File: src/rtl/hex7seg_scan.sv
// Purpose: time-multiplexed hex 7-segment driver with per-frame input snapshot, LZ suppression, blanking.
// Latency: seg/an are registered, one clock behind the internal (cnt, idx, shadow) state; frame one clock after frame start.
// Backpressure: none; free-running scan, inputs may change any cycle and take effect at the next frame start.
module hex7seg_scan #(
   parameter int DIGITS         = 4,
   parameter int PRESCALE       = 16,
   parameter int SEG_ACTIVE_LOW = 1,
   parameter int AN_ACTIVE_LOW  = 1
) (
   input  logic                  clk,
   input  logic                  rst_n,
   input  logic [4*DIGITS-1:0]   value,
   input  logic [DIGITS-1:0]     dp,
   input  logic [DIGITS-1:0]     blank,
   input  logic                  lz_en,
   output logic [7:0]            seg,
   output logic [DIGITS-1:0]     an,
   output logic                  frame
);

   localparam int CW = $clog2(PRESCALE);
   localparam int IW = (DIGITS > 1) ? $clog2(DIGITS) : 1;
   localparam logic [CW-1:0]     CNT_LAST = CW'(PRESCALE - 1);
   localparam logic [IW-1:0]     IDX_LAST = IW'(DIGITS - 1);
   localparam logic [7:0]        SEG_INV  = (SEG_ACTIVE_LOW != 0) ? 8'hFF : 8'h00;
   localparam logic [DIGITS-1:0] AN_INV   = (AN_ACTIVE_LOW != 0) ? '1 : '0;

   logic [CW-1:0]       cnt;
   logic [IW-1:0]       idx;
   logic                frame_start;

   logic [4*DIGITS-1:0] sh_value;
   logic [DIGITS-1:0]   sh_dp;
   logic [DIGITS-1:0]   sh_blank;
   logic                sh_lz;

   logic [3:0]          nib;
   logic                sel_dp;
   logic                sel_blank;
   logic                upper_zero;
   logic                lz_hit;
   logic [6:0]          code;
   logic [DIGITS-1:0]   an_sel;
   logic [7:0]          seg_nxt;
   logic [DIGITS-1:0]   an_nxt;

   assign frame_start = (cnt == '0) && (idx == '0);

   // Slot counter and digit index: idx steps once per PRESCALE clocks.
   always_ff @(posedge clk or negedge rst_n) begin
      if (!rst_n) begin
         cnt <= '0;
         idx <= '0;
      end else if (cnt == CNT_LAST) begin
         cnt <= '0;
         idx <= (idx == IDX_LAST) ? '0 : idx + IW'(1);
      end else begin
         cnt <= cnt + CW'(1);
      end
   end

   // Snapshot the inputs once per frame so a digit set is never shown torn.
   always_ff @(posedge clk or negedge rst_n) begin
      if (!rst_n) begin
         sh_value <= '0;
         sh_dp    <= '0;
         sh_blank <= '0;
         sh_lz    <= 1'b0;
      end else if (frame_start) begin
         sh_value <= value;
         sh_dp    <= dp;
         sh_blank <= blank;
         sh_lz    <= lz_en;
      end
   end

   // Select the current digit and decide leading-zero suppression (all nibbles from idx upward are zero).
   always_comb begin
      nib        = 4'h0;
      sel_dp     = 1'b0;
      sel_blank  = 1'b0;
      upper_zero = 1'b1;
      an_sel     = '0;
      for (int i = 0; i < DIGITS; i++) begin
         if (i == int'(idx)) begin
            nib       = sh_value[4*i +: 4];
            sel_dp    = sh_dp[i];
            sel_blank = sh_blank[i];
            an_sel[i] = 1'b1;
         end
         if ((i >= int'(idx)) && (sh_value[4*i +: 4] != 4'h0)) begin
            upper_zero = 1'b0;
         end
      end
      lz_hit = sh_lz && (idx != '0) && upper_zero;
   end

   // Hex to segment decode, positive logic, bit order g..a.
   always_comb begin
      code = 7'h00;
      case (nib)
         4'h0: code = 7'h3F;
         4'h1: code = 7'h06;
         4'h2: code = 7'h5B;
         4'h3: code = 7'h4F;
         4'h4: code = 7'h66;
         4'h5: code = 7'h6D;
         4'h6: code = 7'h7D;
         4'h7: code = 7'h07;
         4'h8: code = 7'h7F;
         4'h9: code = 7'h6F;
         4'hA: code = 7'h77;
         4'hB: code = 7'h7C;
         4'hC: code = 7'h39;
         4'hD: code = 7'h5E;
         4'hE: code = 7'h79;
         default: code = 7'h71;
      endcase
   end

   // Drive selection: dead clock at slot start and blanked digits stay fully dark.
   always_comb begin
      seg_nxt = 8'h00;
      an_nxt  = '0;
      if ((cnt != '0) && !sel_blank) begin
         seg_nxt = {sel_dp, lz_hit ? 7'h00 : code};
         an_nxt  = an_sel;
      end
   end

   // Output registers with polarity applied; reset parks the display dark.
   always_ff @(posedge clk or negedge rst_n) begin
      if (!rst_n) begin
         seg   <= SEG_INV;
         an    <= AN_INV;
         frame <= 1'b0;
      end else begin
         seg   <= seg_nxt ^ SEG_INV;
         an    <= an_nxt ^ AN_INV;
         frame <= frame_start;
      end
   end

endmodule
File: config.mk
export PLATFORM = sky130hd
export DESIGN_NAME = hex7seg_scan
export DESIGN_NICKNAME = d
export VERILOG_FILES = /design/src/rtl/hex7seg_scan.sv
export SDC_FILE = /design/constraint.sdc
export NUM_CORES = 1
export LEC_CHECK = 0
export CORE_MARGIN = 5
export CORE_UTILIZATION = 52
export CTS_CLUSTER_SIZE = 12
export DETAILED_ROUTE_END_ITERATION = 6
export PLACE_DENSITY = 0.76
export SLEW_MARGIN = 20
export SYNTH_ARGS = -nofsm -noshare
export SYNTH_HDL_FRONTEND = slang
export SYNTH_SLANG_ARGS = --single-unit
File: constraint.sdc
create_clock -name clk -period 2.6 [get_ports clk]
set_input_delay 0.78 -clock clk [delete_from_list [all_inputs] [get_ports clk]]
set_output_delay 0.78 -clock clk [all_outputs]
set_load 0.02 [all_outputs]
==> impl_metrics.json <==
{
  "outcome": "completed",
  "antenna_left": 0,
  "numClockSinks": 44,
  "cts.reportedPaths.clkPinSlew_ns": 0.08,
  "mostFrequentLayoutCells": "clkdlybuf4s50_1 (38), dfrtp_1 (32), mux2_2 (24)",
  "clock_latency_ns": 0.30,
  "p_comb_frac": 0.096,
  "io_buffers": 39,
  "grt_pass1_vias": 1574,
  "leakagePower_nw": 1.161,
  "grt_pass1_wl_um": 7465,
  "clock.fmax_mhz": 410.8,
  "reg2reg_to": "seg[3]",
  "rsz0062_at_grt": "false",
  "period_minus_slack_ns": 2.434,
  "syn2layout_area_growth_pct": 22.84,
  "finalCritPeriodShare": 0.9363,
  "rows": 23,
  "seq_area_frac_synth": 0.5031,
  "syn_area_um2": 2218,
  "grt_max_degree": 24,
  "slew_headroom": 0.6331,
  "yosysWarnings": 0,
  "root_buffer": "clkbuf_8",
  "maxCapViolCount": 0,
  "worstSetupStartpointType": "flip-flop",
  "gp_congestion": 0.9574,
  "reg2reg_depth": 10,
  "cts_buffer_depth": 2,
  "grt_antenna_before_repair": 0,
  "cp.required_ns": 2.83,
  "tritoncts": "built",
  "clock_skew_ns": 0.005305,
  "swShare": 0.2214,
  "ys_seq_elements": 44,
  "routedWlPerCell_um": 16.09,
  "dpl_cell_area_um2": 2621,
  "powerDensity_nw_per_um2": 467.7,
  "drt_iter0_markers": 85,
  "pwr-share-clk": 0.338,
  "crit_fanout": 14,
  "core_region_area_um2": 4058,
  "grt-ovfl-total": 0,
  "design_area_um2": 2725,
  "p_int_w": 0.0009923,
  "pin_count": 40,
  "crit_type": "reg -> reg",
  "final_common_cell": "clkdlybuf4s50_1",
  "r2r_slack_ns": 0.17,
  "finalMaxSlewViolations": 0,
  "num-nets-final": 268,
  "fp.dieH_um": 75.32,
  "syn_area_per_cell_um2": 11.99,
  "routed-via-count": 1554,
  "seqPwrFrac": 0.566,
  "r2r-start": "idx[1]",
  "viasPerCell": 5.590,
  "cts_hold_buf": 0,
  "worst_slew_pin_slew_ns": 0.5491,
  "num_antenna_cells": 0,
  "drc_errors": 0,
  "grt_usage": 0.1765,
  "place_inst": 270,
  "hold_path_class": "in -> async",
  "netlist_instances": 185,
  "setup_viol": 0,
  "start_util": 0.5467,
  "numCtsBuffers": 5,
  "hpwl_um": 3504,
  "drt_first_pass_iters": 4,
  "cts_max_level": 2,
  "routed_wl_um": 4472,
  "drive_gt1_frac": 0.2368,
  "dieArea_um2": 5672,
  "worst_ep_arrival_time_ns": 2.67,
  "synth_cell_types": 41,
  "synth_fp_nets": 226,
  "die_w_um": 75.32,
  "finalSetupTns_ns": 0,
  "stdcell_count": 278,
  "end_kind": "flip-flop",
  "vdd_drop_max_v": 0.0003484,
  "p_sw_w": 0.0002822,
  "hold_viol": 0
}
==> power by group through the flow <==
stage	sequential [W]	clock [W]	combinational, W
3_5_place_dp	0.000734	0	0.000123
6_report	0.000722	0.000431	0.000122
4_1_cts	0.000721	0.000441	0.000123
2_1_floorplan	0.000728	0	0.0000589
5_1_grt	0.000724	0.000474	0.000135
3_3_place_gp	0.000734	0	0.000115
==> logic make-up (layout without fill, tap and decap cells) <==
family / after synthesis / count (layout) / share of synthesized area
adders and majority gates: 14 / 14 / 0.07896
muxes: 25 / 25 / 0.1263
and+or+nand+nor: 48 / 48 / 0.1275
buffers and inverters: 20 / 63 / 0.05414
xor gates and xnor gates: 1 / 1 / 0.003949
DFF: 44 / 44 / 0.5031
AOI/OAI and AO/OA: 33 / 33 / 0.1060
==> flip-flops by register name, indices dropped and copies added, names as in the netlist <==
name and count:
sh_value 16, sh_dp 4, an 4, idx 2
seg 8, sh_blank 4, sh_lz 1, frame 1
cnt 4
==> layer usage <==
layer,share of wire,global-route usage
met1,0.41,0.2220
met2,0.53,0.2963
met3,0.050,0.03826
met4,0.0096,0.07184
met5,0,0
==> worst max-delay path: stages, from the launching register on <==
cell,delay [ns]
dfrtp_1,0.45
inv_1,0.13
ha_2,0.32
a211oi_1,0.11
a221o_1,0.43
inv_1,0.14
ha_1,0.15
inv_1,0.05
or2_1,0.26
and3_1,0.20
o21ai_1,0.12
==> stage by stage <==
stage	util	hold slack, ns	worst slack (ns)	power [W]
final	0.6716	0.4430	0.1657	0.001275
after global routing	0.6716	0.4802	0.005792	0.001333
after CTS	0.6682	0.4551	0.04483	0.001286
after detailed placement	0.6460	0.4832	0.04813	0.0008568
after global placement	0.6460	0.4621	0.2301	0.0008498
after floorplan	-	0.4487	0.3738	0.0007871
==> what timing repair did <==
| action | 4_1_cts | 5_1_grt |
|---|---|---|
| setup buffers | 0 | 0 |
| endpoints found under the setup margin | 0 | 6 |
| resized for setup | 0 | 4 |
==> how the worst max path moves through the flow <==
stage,start,slack [ns],end,cells after the start
after floorplan,idx[1],0.37,seg[0],10
after global placement,idx[0],0.23,seg[0],9
after detailed placement,idx[0],0.05,seg[0],9
after CTS,idx[0],0.04,seg[0],9
after global routing,idx[1],0.006,seg[3],10
final,idx[1],0.17,seg[3],10
==> synthesized netlist by cell type (all sizes together) <==
master	instances	area, µm²
a211o	2	17.52
a211oi	5	42.54
a21o	1	7.510
a21oi	7	35.03
a221o	2	20.02
a221oi	1	15.01
a311o	1	10.01
a31oi	3	18.77
and2	2	12.51
and2b	2	15.01
and3	1	6.260
buf	8	75.07
dfrtp	32	800.8
dfstp	12	315.3
ha	14	175.2
inv	12	45.04
mux2	24	270.3
mux2i	1	10.01
nand2	15	56.30
nand2b	2	12.51
nand3	2	10.01
nand3b	5	50.05
nor2	3	11.26
nor2b	3	18.77
nor3	1	5.000
nor3b	4	30.03
nor4	3	18.77
o21ai	6	30.02
o221ai	1	8.760
o22ai	2	12.51
o311ai	1	8.760
o41ai	1	8.760
or2	1	6.260
or2b	1	7.510
or3	2	12.51
or4b	1	10.01
xor2	1	8.760
==> layout make-up <==
type	instances	area [µm²]
inverters	12	45.04
well taps	50	62.56
fillers	308	1333
multi-input cells	121	996.0
repair buffers	43	415.4
flip-flops and latches	44	1116
clock buffers	8	90.09
Power figures use the tool's default switching activity.
